==> config.mk <==
export PLATFORM = sky130hd
export DESIGN_NAME = tick_bcd_counter
export DESIGN_NICKNAME = d
export VERILOG_FILES = /design/src/rtl/tick_bcd_counter.sv
export SDC_FILE = /design/constraint.sdc
export NUM_CORES = 1
export LEC_CHECK = 0
export BUFFER_PORTS_ARGS = -buffer_cell sky130_fd_sc_hd__buf_4
export CAP_MARGIN = 20
export CORE_MARGIN = 4
export CORE_UTILIZATION = 46
export DETAILED_ROUTE_END_ITERATION = 10
export GPL_ROUTABILITY_DRIVEN = 0
export GPL_TIMING_DRIVEN = 0
export PLACE_DENSITY_LB_ADDON = 0.1
export SKIP_LAST_GASP = 1
export SYNTH_ARGS = -nofsm -noshare
export SYNTH_HDL_FRONTEND = slang
export SYNTH_SLANG_ARGS = --single-unit
==> constraint.sdc <==
create_clock -name CLOCK_50_I -period 4.4 [get_ports CLOCK_50_I]
set_clock_uncertainty 0.1 [all_clocks]
set_input_delay 0.66 -clock CLOCK_50_I [delete_from_list [all_inputs] [get_ports CLOCK_50_I]]
set_output_delay 0.66 -clock CLOCK_50_I [all_outputs]
set_load 0.005 [all_outputs]
==> src/rtl/tick_bcd_counter.sv <==
// tick_bcd_counter: prescaled tick generator driving an NUM_DIGITS-digit BCD
// counter with programmable terminal count, direction, pause, clear and load.
// wrap_o marks the wrap/borrow so stages can be chained (s -> min -> h).
// Optional build macro: TICK_COUNTER_SATURATE_EN (one-shot timer: hold at the
// terminal value instead of wrapping; clear or load re-arms).
module tick_bcd_counter #(
  parameter int TICK_PERIOD = 50000000,
  parameter int NUM_DIGITS  = 2,
  parameter int MAX_VALUE   = 59
) (
  input  logic                    CLOCK_50_I,
  input  logic                    reset,
  input  logic                    enable_i,
  input  logic                    up_down_i,
  input  logic                    clear_i,
  input  logic                    load_i,
  input  logic [4*NUM_DIGITS-1:0] load_value_i,
  output logic                    tick_o,
  output logic [4*NUM_DIGITS-1:0] count_o,
  output logic                    wrap_o,
  output logic                    err_o
);

  localparam int PRESC_W = $clog2(TICK_PERIOD);
  localparam int COUNT_W = 4 * NUM_DIGITS;
  localparam logic [PRESC_W-1:0] PRESC_LAST = PRESC_W'(TICK_PERIOD - 1);

  // Decimal terminal count converted to packed BCD at elaboration time.
  function automatic logic [COUNT_W-1:0] to_bcd(input int value);
    logic [COUNT_W-1:0] result;
    int                 rest;
    result = '0;
    rest   = value;
    for (int i = 0; i < NUM_DIGITS; i++) begin
      result[4*i +: 4] = 4'(rest % 10);
      rest             = rest / 10;
    end
    return result;
  endfunction

  localparam logic [COUNT_W-1:0] MAX_BCD = to_bcd(MAX_VALUE);

  logic [PRESC_W-1:0]    prescaler_reg, prescaler_next;
  logic [COUNT_W-1:0]    count_reg, count_next;
  logic                  wrap_reg, wrap_next;
  logic                  err_reg, err_next;

  logic [COUNT_W-1:0]    inc_value;
  logic [COUNT_W-1:0]    dec_value;
  logic [NUM_DIGITS-1:0] carry;
  logic [NUM_DIGITS-1:0] borrow;
  logic [NUM_DIGITS-1:0] digit_ok;
  logic                  load_ok;
  logic                  tick_int;

  assign carry[0]  = 1'b1;
  assign borrow[0] = 1'b1;

  // Per-digit BCD increment/decrement with ripple carry/borrow, plus load digit check.
  generate
    for (genvar gi = 0; gi < NUM_DIGITS; gi++) begin : g_digit
      logic [3:0] digit;
      assign digit = count_reg[4*gi +: 4];

      assign inc_value[4*gi +: 4] = !carry[gi]  ? digit :
                                    (digit == 4'd9) ? 4'd0 : digit + 4'd1;
      assign dec_value[4*gi +: 4] = !borrow[gi] ? digit :
                                    (digit == 4'd0) ? 4'd9 : digit - 4'd1;
      assign digit_ok[gi] = (load_value_i[4*gi +: 4] <= 4'd9);

      if (gi < NUM_DIGITS - 1) begin : g_chain
        assign carry[gi+1]  = carry[gi]  && (digit == 4'd9);
        assign borrow[gi+1] = borrow[gi] && (digit == 4'd0);
      end
    end
  endgenerate

  // With every digit valid, BCD ordering matches binary ordering of the vector.
  assign load_ok = (&digit_ok) && (load_value_i <= MAX_BCD);

  // Tick is suppressed by clear/load, and forced low while reset is held.
  assign tick_int = enable_i && (prescaler_reg == PRESC_LAST) && !clear_i && !load_i;
  assign tick_o   = tick_int && !reset;

  assign count_o = count_reg;
  assign wrap_o  = wrap_reg;
  assign err_o   = err_reg;

  // Next-state: clear beats load beats tick; pulses default low every cycle.
  always_comb begin
    prescaler_next = prescaler_reg;
    count_next     = count_reg;
    wrap_next      = 1'b0;
    err_next       = 1'b0;
    if (clear_i) begin
      count_next     = '0;
      prescaler_next = '0;
    end else if (load_i) begin
      if (load_ok) begin
        count_next     = load_value_i;
        prescaler_next = '0;
      end else begin
        err_next = 1'b1;
      end
    end else if (enable_i) begin
      prescaler_next = (prescaler_reg == PRESC_LAST) ? '0 : prescaler_reg + PRESC_W'(1);
      if (tick_int) begin
`ifdef TICK_COUNTER_SATURATE_EN
        if (up_down_i) begin
          if (count_reg != MAX_BCD) begin
            count_next = inc_value;
            wrap_next  = (inc_value == MAX_BCD);
          end
        end else begin
          if (count_reg != '0) begin
            count_next = dec_value;
            wrap_next  = (dec_value == '0);
          end
        end
`else
        if (up_down_i) begin
          if (count_reg == MAX_BCD) begin
            count_next = '0;
            wrap_next  = 1'b1;
          end else begin
            count_next = inc_value;
          end
        end else begin
          if (count_reg == '0) begin
            count_next = MAX_BCD;
            wrap_next  = 1'b1;
          end else begin
            count_next = dec_value;
          end
        end
`endif
      end
    end
  end

  // State register with asynchronous reset.
  always_ff @(posedge CLOCK_50_I or posedge reset) begin
    if (reset) begin
      prescaler_reg <= '0;
      count_reg     <= '0;
      wrap_reg      <= 1'b0;
      err_reg       <= 1'b0;
    end else begin
      prescaler_reg <= prescaler_next;
      count_reg     <= count_next;
      wrap_reg      <= wrap_next;
      err_reg       <= err_next;
    end
  end

endmodule
# Word level (Yosys, flattened, before mapping)
# Index checks and enable logic that the tools add are counted.
[word_totals]
word_cells = 66
inputBits = 14
ff_bits = 36
[op_classes]
magnitude_cmp = 3
n_addsub = 5
reduce_logical = 18
muxes = 29
n_eq_ne = 6
[op_table]
columns = ["cell", "count"]
rows = [
  ["26-bit two-way mux", 5],
  ["8-bit two-way mux", 8],
  ["26-bit by 1-bit adder with 26-bit output (second input constant)", 1],
  ["26-bit equality test (second input constant)", 1],
  ["4-bit two-way mux", 6],
  ["1-bit two-way mux", 10],
  ["4-bit by 1-bit adder with 4-bit output (second input constant)", 2],
  ["4-bit equality test (second input constant)", 2],
  ["8-bit by 7-bit equality test with 1-bit output (second input constant)", 1],
  ["4-bit <= comparator (second input constant)", 2],
  ["8-bit by 7-bit <= comparator with 1-bit output (second input constant)", 1],
  ["4-bit logical NOT", 2],
  ["8-bit logical NOT", 1],
  ["4-bit by 1-bit subtractor with 4-bit output (second input constant)", 2],
  ["3-bit nonzero test", 2],
  ["1-bit logical AND", 5],
  ["5-bit by 1-bit inequality test with 1-bit output (second input constant)", 1],
  ["5-bit AND reduction", 1],
  ["5-bit nonzero test", 1],
  ["2-bit AND reduction", 2],
  ["1-bit logical NOT", 3],
  ["3-bit by 2-bit inequality test with 1-bit output (second input constant)", 1],
  ["3-bit AND reduction", 1],
]

# Longest topological paths before layout
# Gate-level depths: netlist (run 1).
[logic_depth]
ltp_word = 9
mapped_depth = 7
depth_no_buf = 6

# Worst setup path before layout (run 1)
# No wires, ideal clock.
[synth_path]
path_kind = "in2reg"
startpoint = "input port load_i"
endpoint = "register prescaler_reg[25]"
cell_stages = 7
setup_slack_ns = 2.227
setup_ns = 0.077
arrival_time_ns = 1.995
cell_sequence = "buf_2 -> nor2b_2 -> a311o_1 -> buf_2 -> nand2b_2 -> or4_1 -> a21oi_1"
[synth_via]
elab_chain_cells = 2
[synth_rtl]
columns = ["element", "line", "source"]
rows = [
  ["start, declared", "16", "input logic load_i,"],
  ["3-bit by 2-bit inequality test with 1-bit output (no line) (tied with other cells)", "-", ""],
  ["2-bit AND reduction (no line) / 26-bit two-way mux (equally long branches)", "-", ""],
  ["end signal, assigned", "149", "prescaler_reg <= prescaler_next;"],
  ["end, declared", "43", "logic [PRESC_W-1:0] prescaler_reg, prescaler_next;"],
]
# Several ways; a longest one is shown, not always the timed one.
# A chain may end at the register's enable or synchronous reset.

# Worst setup path in the final report (run 1)
[layout_path]
startpoint = "register prescaler_reg[24]"
endpoint = "output port tick_o"
[layout_via]
elab_chain_cells = 5
[layout_rtl]
columns = ["element", "line", "source"]
rows = [
  ["26-bit equality test", "82", "assign tick_int = enable_i && (prescaler_reg == PRESC_LAST) && !clear_i && !load_i;"],
  ["1-bit logical AND (3 in a row)", "82", ""],
  ["1-bit logical AND", "83", "assign tick_o = tick_int && !reset;"],
  ["end, declared", "18", "output logic tick_o,"],
]
# Every way passes these cells.

==> impl_metrics.ini, run 1 <==
[power_and_ir_drop]
fin_total_pwr_uw = 746
p_per_area_mw_per_mm2 = 280
peakVddDrop_mv = 0.155
p_leak_nw = 1.08

[drt]
wirelength_um = 5260
vias = 2049
wl_per_cell_um = 14.5
vias_per_cell = 5.63
drt_iter0_markers = 110
first_pass_iters = 4
ant_nets = 0
drcViolationCount = 0

[sta]
max_freq_mhz = 343
setup_slack_ns = 1.48
holdWs_ns = 0.425
worst_slew_pin_slew_ns = 0.756
setup_viol = 0
hold_viol = 0
rsz0062_at_grt = false
period_share_pct = 66.3
tns_ns = 0
period_needed_ns = 2.92
maxSlewViolCount = 0
maxSlewHeadroom_pct = 49.5

[global_routing]
grt_start_max_net_pins = 37
track_usage_pct = 18.1
antenna_found_initial = 0
grt_pass1_wl_um = 9150
first_global_vias = 1856
grt.overflow.total = 0

[critical_path]
arrival_ns = 2.16
cp_data_required_time_ns = 3.64
cp-end-kind = output pin
start_kind = flip-flop
max_stage_delay_ns = 0.44
path_class = reg -> out
crit_chain = nor4_1 > nor4bb_1 > and4_1 > nand3_1 > nor2_1 > buf_4
cp_max_fo = 4
cp_slowest_cell = nor4bb_1

[synthesis]
synth_edf_count = 0
synth_ff_type = dfrtp_1
syn-num-nets = 283
yosysTopAreaCell = dfrtp_1
syn-mean-instance-area_um2 = 8.71
async_reset_ff_share_pct = 100
yosysUniqueCellTypes = 57
synth_cells = 268
synth_top_area_share_pct = 38.6
synthTopCellsByCount = dfrtp_1 (36), nor2_1 (32), a21oi_1 (19)
synthTopCellsByArea = dfrtp_1 (39%), xnor2_1 (5.3%), nor2_1 (5.1%)
synth_area_mm2 = 0.00233
yosysMostFrequentCell = dfrtp_1
yosysSeqAreaShare_pct = 38.6
ys_ff_latch = 36
yosys_warnings = 0

[clocking]
clk_pin_slew_worst_paths_ns = 0.07
cts-root-buf = clkbuf_8
h-tree-depth = 2
cts.sinks = 36
cts_setup_buffers = 0
clock_latency_ns = 0.28
cts_hold_buf = 0
cts_tree = yes
cts_made_buffers = 5
clk_path_buf_depth = 2
cts_resized = 0

[finish]
fin_nets = 312
stdcell_count = 364
largest_reg_flops = 26
drive_gt1_share_pct = 18.5
areaGrowthSynthToFinish_pct = 14.0
fin_area_mm2 = 0.00266
antenna_cells = 0
utilization_pct = 55.2

[worst_hold_path]
hold_class = in -> async

[die]
start_util_pct = 48.5
rows = 25
dieArea_mm2 = 0.00628
pin_count = 25
dieHeight_um = 79.2
coreArea_mm2 = 0.00482
die_w_um = 79.2

[place]
portBuffers = 22
place_hpwl_um = 3830
dp.cells = 357
post-place-ws_ns = 1.82
dpl_cell_area_mm2 = 0.00258

[job]
drv_cap = 0

[run_status]
status = finished clean
## area by class of cell
type / count / area [um^2]
Buffer: 17 / 73.8
Clock buffer: 6 / 72.6
Clock inverter: 1 / 5.00
Fill cell: 480 / 2160
Inverter: 14 / 52.6
Multi-Input combinational cell: 201 / 1310
Sequential cell: 36 / 901
Tap cell: 67 / 83.8
Timing Repair Buffer: 22 / 165
## worst max-delay path, delay by kind of cell, from the launching register on
| kind | cells | cell delay (ns) |
|---|---|---|
| flops | 1 | 0.41 |
| simple gates | 5 | 1.34 |
| buf+inv | 1 | 0.11 |
## logic make-up after synthesis
family | share of synthesized area [%]
AND/OR/NAND/NOR | 27.9
buffers and inverters | 5.41
XOR/XNOR | 7.50
flip-flops | 38.6
AO/OA/AOI/OAI | 17.0
adder cells (fa/ha/maj) | 0.536
multiplexers | 3.11
## metal layers
metal	part of all wire, %	up-vias	GRT usage (%)
met1	52	981	27.4
met4	0.48	0	4.12
li1	-	1021	-
met3	4.7	4	3.97
met5	0	-	0
met2	43	43	26.0
## power by group
part / internal (mW) / total (mW) / switching (mW)
combinational: 0.0730 / 0.176 / 0.103
sequential: 0.343 / 0.351 / 0.00874
clock: 0.108 / 0.219 / 0.111
total: 0.523 / 0.746 / 0.223
## worst paths after layout
kind / start / to / slack (ns) / depth (start not counted)
worst max-delay path: prescaler_reg[24] / tick_o / 1.48 / 6
worst min-delay path: reset / prescaler_reg[6] / 0.43 / 2
worst max register to register: prescaler_reg[0] / count_o[3] / 1.87 / 6
worst min register to register: prescaler_reg[23] / prescaler_reg[23] / 0.46 / 2
max in group asynchronous: reset / count_o[7] / 3.30 / 2
min in group CLOCK_50_I: prescaler_reg[23] / prescaler_reg[23] / 0.46 / 2
## cells in the final DEF, fill, tap and decap left out, types with 2 or more instances in the layout
cell       Yosys  routed
o31ai_1        5       5
nand4_2        2       2
clkbuf_8       0       5
xnor2_1       14      14
or2_2          2       2
a31oi_1        2       2
dfrtp_1       36      36
xor2_1         6       6
nand2_1       17      17
clkbuf_1       8       9
and4_1         3       3
mux2i_1        2       2
inv_1         14      13
nor3_1         8       8
nand2b_1       2       2
nor4_1         7       7
o21ai_0       16      16
nand4_1        7       7
nor4b_1        3       3
buf_2          8       8
buf_4          0      22
nand3_1        6       6
or3_1          4       4
nor2_1        32      32
nand4bb_1      2       2
a221o_1        2       2
a21oi_1       19      19
and3_1         3       3
or4_1          4       4
mux2_2         2       2
o22ai_1        2       2
o31a_1         2       2
mux2_4         2       2
(Power assumes the default switching activity.)
==> run 2, diff against run 1 <==
--- a/config.mk
+++ b/config.mk
@@ -5,6 +5,7 @@
 export SDC_FILE = /design/constraint.sdc
 export NUM_CORES = 1
 export LEC_CHECK = 0
+export ABC_AREA = 1
 export BUFFER_PORTS_ARGS = -buffer_cell sky130_fd_sc_hd__buf_4
 export CAP_MARGIN = 20
 export CORE_MARGIN = 4
==> constraint.sdc (replaced) <==
create_clock -name CLOCK_50_I -period 2.6 [get_ports CLOCK_50_I]
set_clock_uncertainty 0.1 [all_clocks]
set_input_delay 0.39 -clock CLOCK_50_I [delete_from_list [all_inputs] [get_ports CLOCK_50_I]]
set_output_delay 0.39 -clock CLOCK_50_I [all_outputs]
set_load 0.005 [all_outputs]
==> impl_metrics.ini, run 2 <==
[synthesis]
yosysSeqAreaShare_pct = 36.6
synth-adder-area-share_pct = 0.509
synth.area.mux_share_pct = 0
yosysMostFrequentCell = nand2_1
synth_cells = 374
synth_ff_type = dfrtp_1
synth-simple-area-share_pct = 43.5
ys_ff_latch = 36
synth_compound_area_share_pct = 8.65
yosysTopAreaCell = dfrtp_1
synthTopCellsByCount = nand2_1 (112), nor2_1 (60), inv_1 (47)
synth_xor_xnor_area_share_pct = 0.712
synth_top_area_share_pct = 36.6
yosys_warnings = 0
synthTopCellsByArea = dfrtp_1 (37%), nand2_1 (17%), nor2_1 (9.2%)
syn-num-nets = 389
synth_edf_count = 0
synth_area_mm2 = 0.00246
yosysUniqueCellTypes = 31
synth_top_family_by_area = simple AND/OR/NAND/NOR gates
syn-mean-instance-area_um2 = 6.58
async_reset_ff_share_pct = 100

[global_routing]
grt.overflow.total = 0
grt_pass1_wl_um = 10100
track_usage_pct = 19.8
first_global_vias = 2283
grt_start_max_net_pins = 37
antenna_found_initial = 0

[clocking]
clock_latency_ns = 0.29
cts-root-buf = clkbuf_8
cts_resized = 0
h-tree-depth = 2
cts_tree = yes
cts_hold_buf = 0
clk_pin_slew_worst_paths_ns = 0.07
cts_made_buffers = 5
cts.sinks = 36
clk_path_buf_depth = 2
cts_setup_buffers = 0

[drt]
wl_met3_um = 225
wl_per_cell_um = 12.4
drcViolationCount = 0
vias = 2378
wl_met1_um = 2880
wirelength_um = 5880
first_pass_iters = 4
vias_per_cell = 5.02
highest_layer = met4
ant_nets = 0
met2WireLength_um = 2710
drt_iter0_markers = 115

[finish]
areaGrowthSynthToFinish_pct = 13.7
largest_reg_flops = 26
drive_gt1_share_pct = 14.1
layout_common_cells = nand2_1 (112), nor2_1 (60), inv_1 (46)
fin_nets = 419
antenna_cells = 0
fin_area_mm2 = 0.00280
final_common_cell = nand2_1
stdcell_count = 474

[sta]
period_needed_ns = 2.15
setup_slack_ns = 0.450
maxSlewViolCount = 0
maxSlewHeadroom_pct = 48.7
hold_viol = 0
setup_viol = 0
rsz0062_at_grt = false
max_freq_mhz = 465
tns_ns = 0
period_share_pct = 82.7
worst_slew_pin_slew_ns = 0.769

[place]
portBuffers = 23
dp.cells = 467
dpl_cell_area_mm2 = 0.00272
post-place-ws_ns = 0.714
place_hpwl_um = 4430

[die]
dieHeight_um = 81.1
start_util_pct = 47.9
die_w_um = 81.1
rows = 26
pin_count = 25
dieArea_mm2 = 0.00658
coreArea_mm2 = 0.00514

[worst_hold_path]
hold_class = in -> async

[critical_path]
start_kind = flip-flop
cp-end-kind = output pin
cp_max_fo = 4
path_class = reg -> out
cp_data_required_time_ns = 2.11
arrival_ns = 1.66

[power_and_ir_drop]
p_leak_nw = 1.37
peakVddDrop_mv = 0.244
p_per_area_mw_per_mm2 = 465

[run_status]
status = finished clean

[job]
drv_cap = 0
==> run 2: cell count changes after synthesis, moves of 6 or more <==
cell	before	now
nand3_1	6	26
xnor2_1	14	0
nor2_1	32	60
clkbuf_1	8	2
a21oi_1	19	9
inv_1	14	47
nand2_1	17	112
o21ai_0	16	24
buf_2	8	0
nor4_1	7	0
==> run 2: area by class of cell <==
cell class / count / area [um^2]
fill: 540 / 2340
multi-input combinational: 281 / 1310
sequential: 36 / 901
inverter: 51 / 194
timing repair buffer: 23 / 173
tap: 70 / 87.6
clock buffer: 6 / 72.6
buffer: 6 / 52.6
clock inverter: 1 / 5.00
==> run 2: cell families (layout without fill, tap and decap cells) <==
logic type | count (synthesis) | after routing
and+or+nand+nor | 238 | 238
AOI/OAI and AO/OA | 40 | 40
DFF | 36 | 36
buffers and inverters | 57 | 87
adders and majority gates | 1 | 1
xor gates and xnor gates | 2 | 2
==> run 2: metrics by stage <==
step                      util [%]  power [mW]  hold WS (ns)
after floorplan                  -       0.820         0.374
after global placement        52.9       0.926         0.394
after detailed placement      52.9       0.926         0.410
after CTS                     54.4        1.31         0.187
after global routing          54.4        1.38         0.220
final                         54.4        1.30         0.146
==> run 2: final timing paths <==
| check | slack (ns) | depth (start not counted) | end | start |
|---|---|---|---|---|
| worst max-delay path | 0.45 | 6 | tick_o | prescaler_reg[1] |
| worst min-delay path | 0.15 | 2 | count_o[7] | reset |
| worst max register to register | 0.74 | 8 | prescaler_reg[16] | prescaler_reg[1] |
| worst min register to register | 0.43 | 2 | prescaler_reg[1] | prescaler_reg[1] |
| max in group asynchronous | 1.76 | 2 | prescaler_reg[6] | reset |
| min in group CLOCK_50_I | 0.31 | 4 | prescaler_reg[10] | load_i |
==> run 2: per-layer routing <==
layer,global-route usage (%),vias to the layer above
met1,27.1,1084
met4,6.25,0
li1,-,1241
met2,31.1,45
met5,0,-
met3,4.21,8
==> run 2: critical path, stage by stage (launching register included) <==
cell and delay [ns]:
dfrtp_1 0.37, ha_1 0.23, nand3_1 0.19, nor2_1 0.20, nand4_1 0.14, nor2_1 0.12
buf_4 0.12
==> run 2: report_power, final <==
group	switching (mW)	leakage [nW]	internal, mW
clock network	0.203	0.0410	0.182
registers	0.0372	0.493	0.583
logic	0.177	0.833	0.118
